`config.mk`:
```
export PLATFORM = sky130hd
export DESIGN_NAME = adder_pipe_nbit
export DESIGN_NICKNAME = d
export VERILOG_FILES = /design/src/rtl/adder_pkg.sv /design/src/rtl/adder_pipe_stage.sv /design/src/rtl/adder_pipe_nbit.sv
export SDC_FILE = /design/constraint.sdc
export NUM_CORES = 1
export LEC_CHECK = 0
export ABC_CLOCK_PERIOD_IN_PS = 1700
export BUFFER_PORTS_ARGS = -buffer_cell sky130_fd_sc_hd__buf_4
export CELL_PAD_IN_SITES_DETAIL_PLACEMENT = 0
export CELL_PAD_IN_SITES_GLOBAL_PLACEMENT = 2
export CORE_AREA = 4 4 78 80
export CTS_CLUSTER_DIAMETER = 100
export DETAILED_ROUTE_END_ITERATION = 8
export DIE_AREA = 0 0 82 84
export PLACE_DENSITY_LB_ADDON = 0.1
export SLEW_MARGIN = 20
export SYNTH_ARGS = -nofsm -noshare
export SYNTH_HDL_FRONTEND = slang
export SYNTH_SLANG_ARGS = --single-unit
```
`constraint.sdc`:
```
create_clock -name clk -period 1.7 [get_ports clk]
set_input_delay 0.17 -clock clk [delete_from_list [all_inputs] [get_ports clk]]
set_output_delay 0.17 -clock clk [all_outputs]
set_load 0.05 [all_outputs]
```
`src/rtl/adder_pkg.sv`:
```
// -----------------------------------------------------------------------------
// adder_pkg
//
// Purpose : Shared sizing helpers for the pipelined N-bit adder. The carry
//           chain of an N-bit add is cut into STAGES chunks. Every chunk is
//           ceil(N/STAGES) bits wide except the last one, which takes the
//           remainder.
//
// Contents:
//   MAX_STAGES  - upper limit on the number of pipeline stages
//   calc_chunk  - ceil(n/stages), the width of every chunk except the last
//   last_chunk  - width of the final chunk (must come out > 0)
// -----------------------------------------------------------------------------
package adder_pkg;

    localparam int MAX_STAGES = 64;

    // Width of a regular chunk. Returns 0 for a non-positive stage count so
    // that the parameter check in the top can report it cleanly.
    function automatic int calc_chunk(input int n, input int stages);
        if (stages < 1) begin
            return 0;
        end else begin
            return (n + stages - 1) / stages;
        end
    endfunction

    // Width of the final chunk. It holds whatever the regular chunks leave.
    function automatic int last_chunk(input int n, input int stages);
        return n - (stages - 1) * calc_chunk(n, stages);
    endfunction

endpackage : adder_pkg

```
`src/rtl/adder_pipe_stage.sv`:
```
// -----------------------------------------------------------------------------
// adder_pipe_stage
//
// Purpose : One carry chunk of the pipelined adder. The stage adds operand
//           bits [LO_W +: CHUNK_W] and the incoming carry. On en_i it
//           registers four things:
//             - the result bits merged into the lower sum bits computed so far,
//             - the chunk carry-out,
//             - the operands with the consumed bits cleared, so only the
//               upper bits still to be added remain,
//             - the valid bit.
//           The operand MSB (the sign bit) is never cleared. It rides through
//           to the end of the pipe for the optional signed-overflow flag.
//           Synthesis trims it when nothing uses it.
//
// Parameters:
//   W       - full operand width (must equal LO_W + CHUNK_W + HI_W)
//   LO_W    - sum bits already produced by earlier stages
//   CHUNK_W - bits added in this stage (>= 1)
//   HI_W    - operand bits left for later stages
//
// Ports:
//   clk, rst_n      clock, asynchronous active-low reset
//   en_i            global pipeline advance; the stage holds when low
//   valid_i/valid_o stage occupancy in / registered out
//   carry_i/carry_o carry from the previous stage / registered chunk carry
//   a_i, b_i        carried operands (consumed bits already zero)
//   a_o, b_o        registered operands with this chunk also cleared
//   sum_i/sum_o     lower sum bits in / registered with this chunk merged
// -----------------------------------------------------------------------------
module adder_pipe_stage
    import adder_pkg::*;
#(
    parameter int W       = 2,
    parameter int LO_W    = 0,
    parameter int CHUNK_W = 1,
    parameter int HI_W    = 1
) (
    input  logic         clk,
    input  logic         rst_n,
    input  logic         en_i,
    input  logic         valid_i,
    input  logic         carry_i,
    input  logic [W-1:0] a_i,
    input  logic [W-1:0] b_i,
    input  logic [W-1:0] sum_i,
    output logic         valid_o,
    output logic         carry_o,
    output logic [W-1:0] a_o,
    output logic [W-1:0] b_o,
    output logic [W-1:0] sum_o
);

    if (CHUNK_W < 1 || LO_W < 0 || HI_W < 0 || (LO_W + CHUNK_W + HI_W) != W) begin : g_param_check
        $error("adder_pipe_stage: inconsistent chunk geometry");
    end

    logic [CHUNK_W:0] part_s;
    logic [W-1:0]     keep_s;

    logic             valid_d, valid_q;
    logic             carry_d, carry_q;
    logic [W-1:0]     a_d, a_q;
    logic [W-1:0]     b_d, b_q;
    logic [W-1:0]     sum_d, sum_q;

    // Chunk add and next-state values for the stage registers.
    always_comb begin
        part_s = {1'b0, a_i[LO_W +: CHUNK_W]}
               + {1'b0, b_i[LO_W +: CHUNK_W]}
               + {{CHUNK_W{1'b0}}, carry_i};

        // Keep the operand bits above this chunk and the sign bit.
        keep_s = '0;
        for (int i = 0; i < W; i++) begin
            keep_s[i] = (i >= LO_W + CHUNK_W) || (i == W - 1);
        end

        valid_d = valid_i;
        carry_d = part_s[CHUNK_W];
        a_d     = a_i & keep_s;
        b_d     = b_i & keep_s;
        // sum_i is zero from LO_W upwards, so OR-ing the chunk in places it.
        sum_d   = sum_i | (W'(part_s[CHUNK_W-1:0]) << LO_W);
    end

    // Stage registers: cleared on reset, advance only when the pipe is enabled.
    always_ff @(posedge clk or negedge rst_n) begin
        if (!rst_n) begin
            valid_q <= 1'b0;
            carry_q <= 1'b0;
            a_q     <= '0;
            b_q     <= '0;
            sum_q   <= '0;
        end else if (en_i) begin
            valid_q <= valid_d;
            carry_q <= carry_d;
            a_q     <= a_d;
            b_q     <= b_d;
            sum_q   <= sum_d;
        end
    end

    assign valid_o = valid_q;
    assign carry_o = carry_q;
    assign a_o     = a_q;
    assign b_o     = b_q;
    assign sum_o   = sum_q;

endmodule : adder_pipe_stage

```
`src/rtl/adder_pipe_nbit.sv`:
```
// -----------------------------------------------------------------------------
// adder_pipe_nbit
//
// Purpose : Pipelined N-bit unsigned adder with carry-in and carry-out.
//           The carry chain is split into STAGES register-separated chunks.
//           Valid/ready handshakes sit on both sides.
//
//           The pipeline uses a single global enable:
//             en = !out_valid || out_ready
//           Every stage advances together when en is high, bubbles included,
//           and every stage holds when en is low. in_ready equals en, so
//           in_ready depends on out_ready and the output valid register and
//           never on in_valid. Latency is STAGES cycles and throughput is one
//           result per cycle.
//
// Optional feature (macro ADDER_PIPE_OVF_EN):
//   Adds output ovf, the two's-complement overflow of the N-bit signed add,
//   taken from the sign bits carried through the pipe and the registered
//   sum MSB. Without the macro the port and its logic are absent.
//
// Parameters:
//   N      - operand width (>= 1)
//   STAGES - pipeline stages / carry chunks (1..N, <= MAX_STAGES, last chunk > 0)
//
// Ports:
//   clk        clock, rising edge
//   rst_n      asynchronous active-low reset
//   in_valid   a/b/cin valid this cycle
//   in_ready   block accepts input this cycle
//   a, b       unsigned operands
//   cin        carry-in
//   out_valid  sum valid
//   out_ready  consumer accepts sum
//   sum        a+b+cin, sum[N] is the carry-out
//   ovf        (ADDER_PIPE_OVF_EN only) signed overflow, meaningful with out_valid
// -----------------------------------------------------------------------------
module adder_pipe_nbit
    import adder_pkg::*;
#(
    parameter int N      = 10,
    parameter int STAGES = 2
) (
    input  logic         clk,
    input  logic         rst_n,
    input  logic         in_valid,
    output logic         in_ready,
    input  logic [N-1:0] a,
    input  logic [N-1:0] b,
    input  logic         cin,
    output logic         out_valid,
    input  logic         out_ready,
    output logic [N:0]   sum
`ifdef ADDER_PIPE_OVF_EN
    ,
    output logic         ovf
`endif
);

    localparam int CHUNK = calc_chunk(N, STAGES);
    localparam int LAST  = last_chunk(N, STAGES);

    if (N < 1 || STAGES < 1 || STAGES > N || STAGES > MAX_STAGES || LAST < 1) begin : g_param_check
        $error("adder_pipe_nbit: illegal N/STAGES combination");
    end

    // Index k is the input side of stage k. Index STAGES is the pipe output.
    logic         valid_p [0:STAGES];
    logic         carry_p [0:STAGES];
    logic [N-1:0] a_p     [0:STAGES];
    logic [N-1:0] b_p     [0:STAGES];
    logic [N-1:0] sum_p   [0:STAGES];

    logic         en_s;

    assign en_s     = !valid_p[STAGES] || out_ready;
    assign in_ready = en_s;

    assign valid_p[0] = in_valid;
    assign carry_p[0] = cin;
    assign a_p[0]     = a;
    assign b_p[0]     = b;
    assign sum_p[0]   = '0;

    for (genvar k = 0; k < STAGES; k++) begin : g_stage
        localparam int LO_W = k * CHUNK;
        localparam int CW   = (k == STAGES - 1) ? LAST : CHUNK;
        localparam int HI_W = N - LO_W - CW;

        adder_pipe_stage #(
            .W       (N),
            .LO_W    (LO_W),
            .CHUNK_W (CW),
            .HI_W    (HI_W)
        ) u_stage (
            .clk     (clk),
            .rst_n   (rst_n),
            .en_i    (en_s),
            .valid_i (valid_p[k]),
            .carry_i (carry_p[k]),
            .a_i     (a_p[k]),
            .b_i     (b_p[k]),
            .sum_i   (sum_p[k]),
            .valid_o (valid_p[k+1]),
            .carry_o (carry_p[k+1]),
            .a_o     (a_p[k+1]),
            .b_o     (b_p[k+1]),
            .sum_o   (sum_p[k+1])
        );
    end

    assign out_valid = valid_p[STAGES];
    assign sum       = {carry_p[STAGES], sum_p[STAGES]};

`ifdef ADDER_PIPE_OVF_EN
    // Overflow: operands share a sign and the result sign differs. Every
    // term is a register output, so ovf only moves on clock edges or reset.
    assign ovf = (a_p[STAGES][N-1] == b_p[STAGES][N-1])
              && (sum_p[STAGES][N-1] != a_p[STAGES][N-1]);
`endif

    // The leftover operand bits at the pipe output carry no sum information.
    logic unused_ops_s;
    assign unused_ops_s = ^{a_p[STAGES], b_p[STAGES]};

endmodule : adder_pipe_nbit

```
==> results of run 1 <==
per-layer routing:
metal	track usage, %	wire length, um	up-vias
met4	4.08	24	0
met1	12.2	1470	503
met5	0	0	-
met3	4.10	208	2
met2	13.9	1350	26
li1	-	-	569
critical path, cell delays in order, from the launching register on:
cell and delay [ps]:
dfrtp_1 370, inv_2 70, fa_2 220, inv_2 40, fa_2 340, a21o_1 180
a21oi_2 130, xor2_1 150, o21ai_1 70
layout make-up:
cell class / instances / area [um2] / area share (%)
clock inverters: 1 / 5.00 / 0.259
inverters: 5 / 21.3 / 1.10
repair buffers: 45 / 340 / 17.6
flip-flops and latches: 29 / 726 / 37.6
multi-input cells: 109 / 651 / 33.7
clock buffers: 7 / 96.3 / 4.99
well taps: 72 / 90.1 / 4.67
where the power goes:
part,internal (mW),switching [mW],total (mW)
clock network,0.365,0.256,0.621
registers,0.851,0.0886,0.940
logic,0.359,0.644,1.00
cell families (layout without fill, tap and decap cells):
family	count (synthesis)	after routing	synth area share [%]
simple gates	69	69	19.0
flops	29	29	49.8
compound gates	24	24	10.6
fa+ha+maj	12	12	12.4
buf+inv	12	58	5.92
xor+xnor	4	4	2.40
registers in the layout (all words and copies together), names as in the netlist:
| signal | cells |
|---|---|
| g_stage.u_stage.sum_o | 15 |
| g_stage.u_stage.a_o | 5 |
| g_stage.u_stage.b_o | 5 |
| g_stage.u_stage.carry_o | 2 |
| g_stage.u_stage.valid_o | 2 |
timing repair:
action,4_1_cts,5_1_grt
endpoints found under the setup margin,1,1
pin swaps,4,1
hold buffers,1,0
gates resized for setup,6,0
hold endpoints to repair,29,0
per-stage QoR:
| step | hold WS, ps | cell area [um2] | setup TNS [ps] |
|---|---|---|---|
| CTS | 78.6 | 1930 | -0.550 |
| floorplan | -126 | 1460 | 0 |
| global route | 71.7 | 1930 | -107 |
| finish | 92.2 | 1930 | -7.55 |
| detailed placement | 125 | 1810 | -227 |
| global placement | 121 | 1810 | -181 |
cell usage in the layout, fill, tap and decap left out:
cell           Yosys  routed
nand2b_1           3       3
a211oi_1           3       3
xor2_1             2       2
inv_2              0       4
fa_2               0       2
o21ai_0            6       6
a22oi_1            1       1
inv_4              1       1
nor2_1             6       6
dfrtp_1           29      29
fa_1               4       2
a21oi_1            2       2
dlygate4sd3_1      0       1
a21oi_2            3       3
buf_4              2      44
ha_1               8       8
xnor2_1            2       2
nor2b_4            1       1
o21ai_1            4       4
clkbuf_8           0       7
clkinv_2           0       1
a21o_1             3       3
nand2_1           59      59
o31ai_1            2       2
worst min-delay path by stage:
stage	start	to	slack [ps]	cells after the start
2_1_floorplan	rst_n	g_stage[0].u_stage.a_o[5]	-130	0
3_3_place_gp	rst_n	g_stage[1].u_stage.sum_o[1]	120	1
3_5_place_dp	rst_n	g_stage[1].u_stage.sum_o[1]	130	1
4_1_cts	in_valid	g_stage[0].u_stage.valid_o	80	3
5_1_grt	in_valid	g_stage[0].u_stage.valid_o	70	3
6_report	in_valid	g_stage[0].u_stage.valid_o	90	3
==> results_dict.tcl, run 1 <==
set metrics [dict create \
    synth_area_leader_cell "dfrtp_1" \
    dpl.hpwl_mm 2.20 \
    tightest_slew_ps 377 \
    rsz0062_at_grt "yes" \
    powerDensity_nw_per_um2 1330 \
    yosys-top-cells-count "nand2_1, dfrtp_1, ha_1" \
    ant_nets 0 \
    period_needed_ps 1710 \
    cts_tree "done" \
    dieArea_um2 6890 \
    ys_ff_latch 29 \
    ys_async_sr_fraction_pct 100 \
    dp_cells 259 \
    endpoint_kind "flip-flop" \
    cts_setup_buffers 0 \
    slew_headroom_pct 74.9 \
    cp_max_fo 2 \
    drt-total-wl_mm 3.06 \
    critical_path_class "reg -> reg" \
    ys_top_cells_by_area "dfrtp_1, nand2_1, ha_1, fa_1, buf_6" \
    fin_ws_ps -7.55 \
    hold_class "in -> reg" \
    dr.pass1.iters 3 \
    rows 27 \
    critPathLaunch "g_stage[0].u_stage.carry_o" \
    grt_max_degree 33 \
    start_util_pct 27.0 \
    cts_made_buffers 5 \
    crit_arrival_ps 1850 \
    crit_path_end "g_stage[1].u_stage.sum_o[9]" \
    cts_root_buffer "clkbuf_8" \
    syn_area_um2 1460 \
    die_w_um 82 \
    leakage_nw 0.985 \
    violations "setup timing" \
    nets 232 \
    num_antenna_cells 0 \
    r2r_slack_ps -8 \
    numPortBuffers 37 \
    grt_pass1_wl_mm 4.99 \
    slew_violations 0 \
    postSynth.topFlopCell "dfrtp_1" \
    htreeDepth 2 \
    crit_path_start_kind "flip-flop" \
    required_ps 1850 \
    first_global_vias 1079 \
    postSynthAreaPerCell_um2 9.72 \
    total_power_mw 2.56 \
    grt_overflow 0 \
    max_freq_mhz 586 \
    synth_warnings 0 \
    synth_edf_count 0 \
    antenna_found_initial 0 \
    hold_viol 0 \
    dp_worst_setup_slack_ps -116 \
    yosysMostFrequentCell "nand2_1" \
    nFillCells 593 \
    yosysSeqAreaShare_pct 49.8 \
    netlist-cell-type-count 22 \
    period_share_pct 100 \
    drive_above_1_share_pct 32.1 \
    grt_util_all_layers_pct 9.57 \
    skew_ps 5.67 \
    netlist.area_leader.share_pct 49.8 \
    ir_worst_vdd_mv 0.661 \
    synth_nets 187 \
    clkSlewWorstSetupHoldPaths_ps 70 \
    initialDrtViolationCount 30 \
    io_pins 38 \
    reg2reg_depth 8 \
    status "finished, violations left" \
    maxCapViolations 0 \
    regToRegEndpoint "g_stage[1].u_stage.sum_o[9]" \
    routedWlPerCell_um 11.4 \
    cts.path.max_buffers 2 \
    dr_total_vias 1100 \
    timing.rr.start "g_stage[0].u_stage.carry_o" \
    clock_latency_ps 270 \
    dieHeight_um 84 \
    postSynthCellCount 150 \
    setup_viol 1 \
    coreArea_um2 5410 \
    drcViolationCount 0 \
    utilization_pct 35.7 \
    gp_congestion 0.698 \
    areaGrowthSynthToFinish_pct 32.4 \
    clock_sinks 29 \
    viasPerCell 4.10 \
    instances_no_fill 268 \
]
(Power assumes the default switching activity.)
==> run 2, diff against run 1 <==
--- a/config.mk
+++ b/config.mk
@@ -9,10 +9,11 @@
 export BUFFER_PORTS_ARGS = -buffer_cell sky130_fd_sc_hd__buf_4
 export CELL_PAD_IN_SITES_DETAIL_PLACEMENT = 0
 export CELL_PAD_IN_SITES_GLOBAL_PLACEMENT = 2
-export CORE_AREA = 4 4 78 80
+export CORE_AREA = 2 2 76 78
 export CTS_CLUSTER_DIAMETER = 100
 export DETAILED_ROUTE_END_ITERATION = 8
-export DIE_AREA = 0 0 82 84
+export DIE_AREA = 0 0 78 80
+export GPL_TIMING_DRIVEN = 0
 export PLACE_DENSITY_LB_ADDON = 0.1
 export SLEW_MARGIN = 20
 export SYNTH_ARGS = -nofsm -noshare
==> results_dict.tcl, run 2 (synthesized netlist as in run 1, its figures left out) <==
set metrics [dict create \
    status "finished, violations left" \
    violations "setup timing" \
    rows 27 \
    numPortBuffers 37 \
    ir_worst_vdd_mv 0.514 \
    nets 234 \
    gp_congestion 0.797 \
    fin_ws_ps -40.6 \
    clock_sinks 29 \
    endpoint_kind "flip-flop" \
    dr_total_vias 1113 \
    slew_headroom_pct 74.3 \
    timing.rr.start "g_stage[0].u_stage.carry_o" \
    clock_latency_ps 270 \
    grt_pass1_wl_mm 5.52 \
    leakage_nw 0.990 \
    cts_tree "done" \
    cts_root_buffer "clkbuf_8" \
    switching_power_uw 998 \
    p_int_mw 1.51 \
    stdcell_area_um2 1940 \
    max_freq_mhz 575 \
    areaGrowthSynthToFinish_pct 33.0 \
    dr.pass1.iters 4 \
    rsz0062_at_grt "yes" \
    hold_class "in -> reg" \
    dieHeight_um 80 \
    place_area_um2 1830 \
    seqPwrFrac_pct 37.7 \
    setup_viol 1 \
    antenna_found_initial 0 \
    seq_area_um2 726 \
    total_power_mw 2.51 \
    ant_nets 0 \
    drive_above_1_share_pct 32.3 \
    dpl.hpwl_mm 2.38 \
    layout_common_cells "nand2_1, buf_4, dfrtp_1" \
    period_needed_ps 1740 \
    cts.path.max_buffers 2 \
    drcViolationCount 0 \
    hold_viol 0 \
    powerDensity_nw_per_um2 1290 \
    start_util_pct 27.0 \
    r2r_slack_ps -40 \
    io_pins 38 \
    reg2reg_depth 8 \
    routedWlPerCell_um 11.9 \
    power.share.clock_pct 21.2 \
    num_antenna_cells 0 \
    first_global_vias 1153 \
    critPathLaunch "g_stage[0].u_stage.carry_o" \
    critical_path_class "reg -> reg" \
    slew_violations 0 \
    cts_made_buffers 5 \
    clkSlewWorstSetupHoldPaths_ps 60 \
    period_share_pct 102 \
    tightest_slew_ps 386 \
    largest_reg_flops 15 \
    combPwrFrac_pct 41.1 \
    nFillCells 581 \
    maxCapViolations 0 \
    multi_input_area_um2 651 \
    dieArea_um2 6240 \
    skew_ps 3.76 \
    crit_path_start_kind "flip-flop" \
    required_ps 1860 \
    utilization_pct 35.9 \
    htreeDepth 2 \
    mostFrequentLayoutCell "nand2_1" \
    drt-total-wl_mm 3.21 \
    grt_overflow 0 \
    viasPerCell 4.12 \
    grt_max_degree 30 \
    cp_max_fo 2 \
    die_w_um 78 \
    grt_util_all_layers_pct 11.7 \
    crit_path_end "g_stage[1].u_stage.sum_o[9]" \
    regToRegEndpoint "g_stage[1].u_stage.sum_o[9]" \
    dp_worst_setup_slack_ps -175 \
    crit_arrival_ps 1900 \
    power_switching_share_pct 39.8 \
    coreArea_um2 5410 \
    initialDrtViolationCount 45 \
]
## run 2: cell count changes in the layout (fill, tap and decap cells not counted), sizes merged
cell and delta:
clkbuf -1, buf +2, clkinv +1
## run 2: critical path: stages (launching register included)
cell,delay [ps]
dfrtp_1,370
inv_2,70
fa_2,240
inv_2,50
fa_2,350
a21o_1,180
a21oi_2,140
xor2_1,160
o21ai_1,80
## run 2: area by class of cell
type,instances,share of cell area [%]
repair buffers,40,15.6
well taps,72,4.65
flip-flops and latches,29,37.4
inverters,5,1.10
clock buffers,6,3.74
clock inverters,2,0.516
multi-input cells,109,33.6
plain buffers,7,3.36
## run 2: metal layers
metal	global-route usage, %	up-vias	wire length (um)
li1	-	576	-
met1	15.9	509	1580
met2	17.7	26	1440
met3	3.96	2	165
met4	3.68	0	19
met5	0	-	0
## run 2: worst min-delay path by stage
stage	start	to	slack [ps]	cells after the start
after CTS	b[9]	g_stage[0].u_stage.b_o[9]	80	3
final	b[9]	g_stage[0].u_stage.b_o[9]	90	3
after global routing	b[9]	g_stage[0].u_stage.b_o[9]	90	3
after global placement	rst_n	g_stage[1].u_stage.sum_o[0]	120	1
after floorplan	rst_n	g_stage[0].u_stage.a_o[5]	-130	0
after detailed placement	rst_n	g_stage[1].u_stage.sum_o[1]	120	1
## run 2: what timing repair did
| item | in CTS | in global routing |
|---|---|---|
| resized for setup | 6 | 0 |
| endpoints found under the hold margin | 29 | 0 |
| setup endpoints to repair | 1 | 1 |
| pin swaps | 5 | 0 |
| setup buffers | 2 | 0 |
| hold buffers | 1 | 0 |
## run 2: power by group through the flow
stage                     registers, mW  logic [mW]  clock network, mW
after floorplan                    1.25       0.395                  0
after global routing              0.967        1.13              0.590
after CTS                         0.949        1.05              0.564
final                             0.946        1.03              0.532
after detailed placement          0.960        1.02                  0
after global placement            0.955        1.01                  0
## run 2: through the flow
| stage | hold slack, ps | std cells | TNS (ps) |
|---|---|---|---|
| final | 93.0 | 270 | -40.6 |
| after global routing | 88.5 | 270 | -103 |
| after CTS | 82.7 | 270 | -43.8 |
| after detailed placement | 120 | 259 | -335 |
| after global placement | 116 | 259 | -287 |
| after floorplan | -126 | 150 | 0 |
